$ cat src/rtl/fib_run_ctrl.sv
// fib_run_ctrl
// Wishbone-programmable run controller for the Fibonacci engine. Sequences
// the engine enable / clock select through IDLE -> ARM -> RUN -> DONE, counts
// generated terms by watching the (asynchronous) pad value, and flags
// wrap-around, target reached and stall timeout as maskable interrupts.
//
// Ports:
//   wb_clk_i, reset        clock, synchronous active-high reset
//   wbs_*                  Wishbone slave (registered ack / read data)
//   fib_val_i              engine value from pads (async, synchronized here)
//   fib_enable_o           engine run enable (high only in RUN)
//   fib_clock_sel_o        engine clock select (CLKSEL register)
//   irq_o                  [0] done, [1] wrap, [2] timeout = pending & IRQ_EN
module fib_run_ctrl #(
  parameter logic [31:0] BASE_ADDRESS  = 32'h30000100,
  parameter int unsigned CLOCK_WIDTH   = 6,
  parameter int unsigned VAL_WIDTH     = 30,
  parameter int unsigned SETTLE_CYCLES = 4
) (
  input  logic                   wb_clk_i,
  input  logic                   reset,
  input  logic                   wbs_stb_i,
  input  logic                   wbs_cyc_i,
  input  logic                   wbs_we_i,
  input  logic [3:0]             wbs_sel_i,
  input  logic [31:0]            wbs_adr_i,
  input  logic [31:0]            wbs_dat_i,
  output logic                   wbs_ack_o,
  output logic [31:0]            wbs_dat_o,
  input  logic [VAL_WIDTH-1:0]   fib_val_i,
  output logic                   fib_enable_o,
  output logic [CLOCK_WIDTH-1:0] fib_clock_sel_o,
  output logic [2:0]             irq_o
);

  localparam logic [1:0] ST_IDLE = 2'd0;
  localparam logic [1:0] ST_ARM  = 2'd1;
  localparam logic [1:0] ST_RUN  = 2'd2;
  localparam logic [1:0] ST_DONE = 2'd3;

  localparam int unsigned SW = (SETTLE_CYCLES > 1) ? $clog2(SETTLE_CYCLES) : 1;
  localparam logic [SW-1:0] SETTLE_LAST = SW'(SETTLE_CYCLES - 1);

  // Registers
  logic [1:0]             state, state_n;
  logic [2:0]             irq_en;
  logic [31:0]            target;
  logic [CLOCK_WIDTH-1:0] clksel;
  logic [31:0]            timeout;
  logic [2:0]             pending;
  logic [31:0]            count, count_n;
  logic [VAL_WIDTH-1:0]   last, last_n;
  logic [31:0]            stall, stall_n;
  logic [SW-1:0]          settle, settle_n;
  logic [VAL_WIDTH-1:0]   sync1, sync_val, prev_val;

  // Bus decode
  logic       req, wr, rd;
  logic [7:0] off;
  logic       wr_ctrl, wr_target, wr_clksel, wr_timeout, wr_status;
  logic       start_cmd, abort_cmd;
  logic [2:0] hw_set, w1c;
  logic [31:0] rd_data;
  logic       change;
  logic [31:0] count_inc, stall_inc;

  assign off = wbs_adr_i[7:0];
  assign req = wbs_stb_i & wbs_cyc_i & ~wbs_ack_o &
               (wbs_adr_i[31:8] == BASE_ADDRESS[31:8]);
  assign wr  = req & wbs_we_i & (wbs_sel_i == 4'hF);
  assign rd  = req & ~wbs_we_i;

  assign wr_ctrl    = wr & (off == 8'h00);
  assign wr_target  = wr & (off == 8'h04);
  assign wr_clksel  = wr & (off == 8'h08);
  assign wr_timeout = wr & (off == 8'h0C);
  assign wr_status  = wr & (off == 8'h10);

  // ABORT takes priority over START in the same write.
  assign abort_cmd = wr_ctrl & wbs_dat_i[1];
  assign start_cmd = wr_ctrl & wbs_dat_i[0] & ~wbs_dat_i[1];
  assign w1c       = wr_status ? wbs_dat_i[4:2] : 3'b000;

  assign change    = (sync_val != prev_val);
  assign count_inc = (count == '1) ? count : count + 32'd1;
  assign stall_inc = (stall == '1) ? stall : stall + 32'd1;

  always_comb begin
    state_n  = state;
    count_n  = count;
    last_n   = last;
    stall_n  = stall;
    settle_n = settle;
    hw_set   = 3'b000;
    if (abort_cmd) begin
      state_n = ST_IDLE;
    end else begin
      case (state)
        ST_IDLE, ST_DONE: begin
          if (start_cmd) begin
            state_n  = ST_ARM;
            settle_n = '0;
            count_n  = '0;
            stall_n  = '0;
          end
        end
        ST_ARM: begin
          count_n = '0;
          stall_n = '0;
          if (settle == SETTLE_LAST) state_n = ST_RUN;
          else                       settle_n = settle + 1'b1;
        end
        ST_RUN: begin
          // A change in the same cycle as a timeout wins and clears the stall count.
          if (change) begin
            count_n = count_inc;
            last_n  = sync_val;
            stall_n = '0;
            if (sync_val < prev_val) hw_set[1] = 1'b1;
            if ((target != 32'd0) && (count_inc == target)) begin
              hw_set[0] = 1'b1;
              state_n   = ST_DONE;
            end
          end else begin
            stall_n = stall_inc;
            if ((timeout != 32'd0) && (stall_inc >= timeout)) begin
              hw_set[2] = 1'b1;
              state_n   = ST_DONE;
            end
          end
        end
        default: state_n = ST_IDLE;
      endcase
    end
  end

  always_comb begin
    rd_data = '0;
    case (off)
      8'h00: rd_data = {27'd0, irq_en, 2'b00};
      8'h04: rd_data = target;
      8'h08: rd_data = 32'(clksel);
      8'h0C: rd_data = timeout;
      8'h10: rd_data = {27'd0, pending, state};
      8'h14: rd_data = count;
      8'h18: rd_data = 32'(last);
      default: rd_data = '0;
    endcase
  end

  always_ff @(posedge wb_clk_i) begin
    if (reset) begin
      wbs_ack_o <= 1'b0;
      wbs_dat_o <= '0;
      state     <= ST_IDLE;
      irq_en    <= '0;
      target    <= '0;
      clksel    <= CLOCK_WIDTH'(1);
      timeout   <= '0;
      pending   <= '0;
      count     <= '0;
      last      <= '0;
      stall     <= '0;
      settle    <= '0;
      sync1     <= '0;
      sync_val  <= '0;
      prev_val  <= '0;
    end else begin
      wbs_ack_o <= req;
      wbs_dat_o <= rd ? rd_data : '0;
      state     <= state_n;
      count     <= count_n;
      last      <= last_n;
      stall     <= stall_n;
      settle    <= settle_n;
      sync1     <= fib_val_i;
      sync_val  <= sync1;
      prev_val  <= sync_val;
      if (wr_ctrl)    irq_en  <= wbs_dat_i[4:2];
      if (wr_target)  target  <= wbs_dat_i;
      if (wr_timeout) timeout <= wbs_dat_i;
      if (wr_clksel && ((state == ST_IDLE) || (state == ST_DONE)))
        clksel <= wbs_dat_i[CLOCK_WIDTH-1:0];
      // Hardware set is OR-ed in after the clear so it wins.
      pending <= (pending & ~w1c) | hw_set;
    end
  end

  assign fib_enable_o    = (state == ST_RUN);
  assign fib_clock_sel_o = clksel;
  assign irq_o           = pending & irq_en;

endmodule

$ cat config.mk
export PLATFORM = sky130hd
export DESIGN_NAME = fib_run_ctrl
export DESIGN_NICKNAME = d
export VERILOG_FILES = /design/src/rtl/fib_run_ctrl.sv
export SDC_FILE = /design/constraint.sdc
export NUM_CORES = 1
export LEC_CHECK = 0
export CAP_MARGIN = 10
export CORE_MARGIN = 2
export CORE_UTILIZATION = 30
export CTS_CLUSTER_DIAMETER = 120
export DETAILED_ROUTE_END_ITERATION = 6
export PLACE_DENSITY_LB_ADDON = 0.15
export SYNTH_ARGS = -nofsm -noshare
export SYNTH_HDL_FRONTEND = slang
export SYNTH_SLANG_ARGS = --single-unit
$ cat constraint.sdc
create_clock -name wb_clk_i -period 4.8 [get_ports wb_clk_i]
set_input_delay 0.48 -clock wb_clk_i [delete_from_list [all_inputs] [get_ports wb_clk_i]]
set_output_delay 0.48 -clock wb_clk_i [all_outputs]
set_load 0.01 [all_outputs]
==> results list <==
* WL/cell: 20.2 um
- The tightest min-delay check is of the flip-flop to flip-flop type.
- Setup TNS: 0 ps
- Across every metal layer, demand over resource in global routing totals 0.208.
- From synthesis to final layout, the design area changed by 22.8%.
- Clock insertion delay at the later pin of the skew report: 560 ps
- For the worst setup path, the data required time is 5270 ps.
- Number of library cell types mapped by synthesis: 72
- Final Skew: 18.7 ps
* Post-detailed-routing wire length: 53.3 mm
- Power spread over the standard cell area amounts to 339 nW/um2.
- Summed over all cells, the static leakage comes to 6.40 nW.
- Category of the critical setup timing path: flip-flop to flip-flop
- Clock period minus final worst setup slack: 4310 ps
- Worst-case clock buffer depth: 3
* Number of buffers created by CTS: 36
- RePlAce Congestion: 0.917
- Dividing the final minimum period by the clock period gives 0.898.
- The repair_antennas step left the layout with diodes totalling 0.
- Iteration-0 DRC Markers: 1,345
- Chip width: 226 um
- Total power for the finished layout comes to 6.15 mW.
* Data arrival time of the critical path: 4780 ps
- Clk slew on worst S/H paths: 60 ps
- Antenna viol nets, final: 0
- Of the cells placed in the final design, the portion with a size suffix greater than 1 is 0.0619.
- The initial utilization of the core area, before any placement, comes to 0.303.
* Hold bufs inserted after CTS: 0
* Async S/R FF share, synth: 0
- CORE AREA: 48,700 um2
* CP startpoint kind: flip-flop
- Count of H-tree levels built during CTS: 2
- Counting flops and latches in the post-synthesis netlist gives 297.
- Post-route DRC: 0
- Fill count: 5,072
* Post-CTS Setup Repair Bufs: 0
- Syn Area/Cell: 8.02 um2
- Slew at the pin closest to its max-slew limit: 1140 ps
* Endpoint kind of the worst setup timing path: flip-flop
* Count of pins on the block boundary: 146
- Via count of the routed design: 13,800
- The floorplan step set the die height to 226 um.
- Cells resized by post-CTS repair: 0
* Number of cell instances on the worst register-to-register path: 10
- Number of iterations in the first detailed-routing pass: 6
* Detailed-placement wirelength estimate: 39.1 mm
- Total overflow reported by the global router: 0
- Fraction of the yosys area taken by sequential cells: 0.402
- Entering global routing, the biggest net connects 101 pins.
* Total of max-cap violations: 0
- CTS tree: built
- First-pass GRT wire length: 81.4 mm
- Number of port buffers: 145
* Highest fanout seen on the critical path: 13
- Relative max-transition margin: 0.239
- The via count of the first global-routing pass came to 13,300.
- For this run, the leading register cell type out of synthesis is sky130_fd_sc_hd__dfxtp_1.
- The tree is rooted in a sky130_fd_sc_hd__clkbuf_16.
* Synthesized netlist net count: 2,014
- Synthesized netlist cell count: 1,843
- Post-layout net count: 2,117
* Status: completed
- Across the VDD grid, the largest voltage drop is 224 uV.
- The initial antenna violation count is 0.
- Yosys mapped a number of flops with a built-in enable equal to 0.
* Number of pins with negative max-slew slack in the final report: 0
- Setup repair after global routing left no endpoint under its margin.
- Hold Crit Depth: 1
- The mapped netlist covers 14,800 um2.
- Using the TritonRoute via totals, the vias-per-cell ratio works out to 5.24.
- The clock drives 297 sinks.
- The number of hold-slack violations in the final timing report is 0.
- Derived from the worst setup path, the maximum achievable clock frequency is 232 MHz.
* Die ar.: 51,100 um2
- Number of cell rows: 81
* Warning count from the yosys run: 0
- Setup violations remaining at the end of the flow were counted as 0.
[cell usage after synthesis, types with 11 or more instances]
library cell / instances / area, um2
sky130_fd_sc_hd__a21o_1: 19 / 143
sky130_fd_sc_hd__a21oi_1: 201 / 1010
sky130_fd_sc_hd__a222oi_1: 26 / 260
sky130_fd_sc_hd__a22oi_1: 22 / 165
sky130_fd_sc_hd__and2_1: 11 / 68.8
sky130_fd_sc_hd__and3_1: 20 / 125
sky130_fd_sc_hd__clkbuf_1: 106 / 398
sky130_fd_sc_hd__dfxtp_1: 297 / 5950
sky130_fd_sc_hd__ha_1: 68 / 851
sky130_fd_sc_hd__inv_1: 76 / 285
sky130_fd_sc_hd__mux2i_1: 17 / 170
sky130_fd_sc_hd__nand2_1: 317 / 1190
sky130_fd_sc_hd__nand3_1: 36 / 180
sky130_fd_sc_hd__nand4_1: 47 / 294
sky130_fd_sc_hd__nor2_1: 104 / 390
sky130_fd_sc_hd__nor2b_1: 100 / 626
sky130_fd_sc_hd__nor3_1: 44 / 220
sky130_fd_sc_hd__nor4_1: 34 / 213
sky130_fd_sc_hd__o21ai_0: 53 / 265
sky130_fd_sc_hd__or3_1: 16 / 100
sky130_fd_sc_hd__xnor2_1: 45 / 394
sky130_fd_sc_hd__xor2_1: 22 / 193
[cell usage in the layout (no fill, tap or decap), types with 6 or more instances in the layout]
cell type                           n
sky130_fd_sc_hd__clkdlybuf4s50_1  144
sky130_fd_sc_hd__ha_1              68
sky130_fd_sc_hd__or4_1              8
sky130_fd_sc_hd__inv_1             76
sky130_fd_sc_hd__nor2b_1          100
sky130_fd_sc_hd__a222oi_1          26
sky130_fd_sc_hd__a21o_1            19
sky130_fd_sc_hd__nand3_1           36
sky130_fd_sc_hd__a21oi_1          201
sky130_fd_sc_hd__mux2i_1           17
sky130_fd_sc_hd__nor4_1            34
sky130_fd_sc_hd__mux2_2            10
sky130_fd_sc_hd__buf_4             40
sky130_fd_sc_hd__clkbuf_1           6
sky130_fd_sc_hd__clkbuf_8           7
sky130_fd_sc_hd__xnor2_1           45
sky130_fd_sc_hd__nor2_1           102
sky130_fd_sc_hd__nor3_1            43
sky130_fd_sc_hd__a211oi_1          10
sky130_fd_sc_hd__and4_1            10
sky130_fd_sc_hd__nand4_1           47
sky130_fd_sc_hd__a31oi_1            9
sky130_fd_sc_hd__and3_1            20
sky130_fd_sc_hd__or3_1             16
sky130_fd_sc_hd__o21ai_0           53
sky130_fd_sc_hd__and2_1            12
sky130_fd_sc_hd__a22oi_1           22
sky130_fd_sc_hd__nand2_1          317
sky130_fd_sc_hd__nand2b_1           8
sky130_fd_sc_hd__o21a_1             8
sky130_fd_sc_hd__dfxtp_1          297
sky130_fd_sc_hd__a2111oi_0          7
sky130_fd_sc_hd__xor2_1            22
sky130_fd_sc_hd__clkbuf_16         36
[path summary, 6_finish.rpt]
kind              startpoint     endpoint  slack, ps
setup reg to reg    count[0]     state[1]        490
hold / removal      sync1[7]  sync_val[7]        430
hold reg to reg     sync1[7]  sync_val[7]        430
setup / recovery    count[0]     state[1]        490
[worst max-delay path: stages (launching register included)]
cell,delay [ps]
sky130_fd_sc_hd__dfxtp_1,480
sky130_fd_sc_hd__ha_1,320
sky130_fd_sc_hd__nand4_1,280
sky130_fd_sc_hd__or4_1,760
sky130_fd_sc_hd__or4_1,570
sky130_fd_sc_hd__xnor2_1,160
sky130_fd_sc_hd__a2111o_1,370
sky130_fd_sc_hd__or4_1,560
sky130_fd_sc_hd__or2_1,290
sky130_fd_sc_hd__o21a_1,190
sky130_fd_sc_hd__o31ai_1,220
[final cells by class]
type / count / area, um2 / share of cell area
Timing Repair Buffer: 185 / 1760 / 0.0967
Clock buffer: 48 / 1010 / 0.0554
Inverter: 76 / 285 / 0.0157
Clock inverter: 15 / 216 / 0.0119
Multi-Input combinational cell: 1350 / 8120 / 0.447
Tap cell: 664 / 831 / 0.0458
Sequential cell: 297 / 5950 / 0.327
[power breakdown]
| part | total [mW] | switching (mW) | leakage, nW | internal [mW] |
|---|---|---|---|---|
| Clock | 2.82 | 1.12 | 0.591 | 1.70 |
| Combinational | 0.765 | 0.488 | 3.40 | 0.276 |
| Sequential | 2.56 | 0.0423 | 2.41 | 2.52 |
| Total | 6.15 | 1.65 | 6.40 | 4.50 |
[per-layer routing]
metal  routed length [um]  part of all wire  vias to the layer above  global-route usage
li1                     -                 -                     6670                   -
met1                25200              0.47                     6632               0.296
met4                 1250             0.023                        0              0.0607
met3                 3200             0.060                       71              0.0290
met2                23600              0.44                      443               0.324
met5                    0                 0                        -                   0
[flip-flops by register name, summed over array words and instances (netlist names), 2 cells and up]
name	flops
wbs_dat_o	32
count	32
sync1	30
settle	2
fib_clock_sel_o	6
last	30
sync_val	30
state	2
prev_val	30
irq_en	3
pending	3
target	32
stall	32
timeout	32
[logic make-up after synthesis]
| family | count (synthesis) | share of synthesized area |
|---|---|---|
| buffers and inverters | 196 | 0.0506 |
| DFF | 297 | 0.402 |
| muxes | 27 | 0.0191 |
| and+or+nand+nor | 782 | 0.259 |
| AOI/OAI and AO/OA | 406 | 0.172 |
| xor gates and xnor gates | 67 | 0.0397 |
| adders and majority gates | 68 | 0.0575 |
[metrics by stage]
step                cells  area, um2  hold slack, ps  utilization  worst slack, ps
detailed placement   2572      16900             420        0.347              414
global route         2635      18200             442        0.373             59.6
finish               2635      18200             431        0.373              488
floorplan            1843      14800             414            -              500
global placement     2572      16900             420        0.347              577
CTS                  2635      18200             435        0.372              385
No activity file was read; power rests on OpenSTA's default activity.
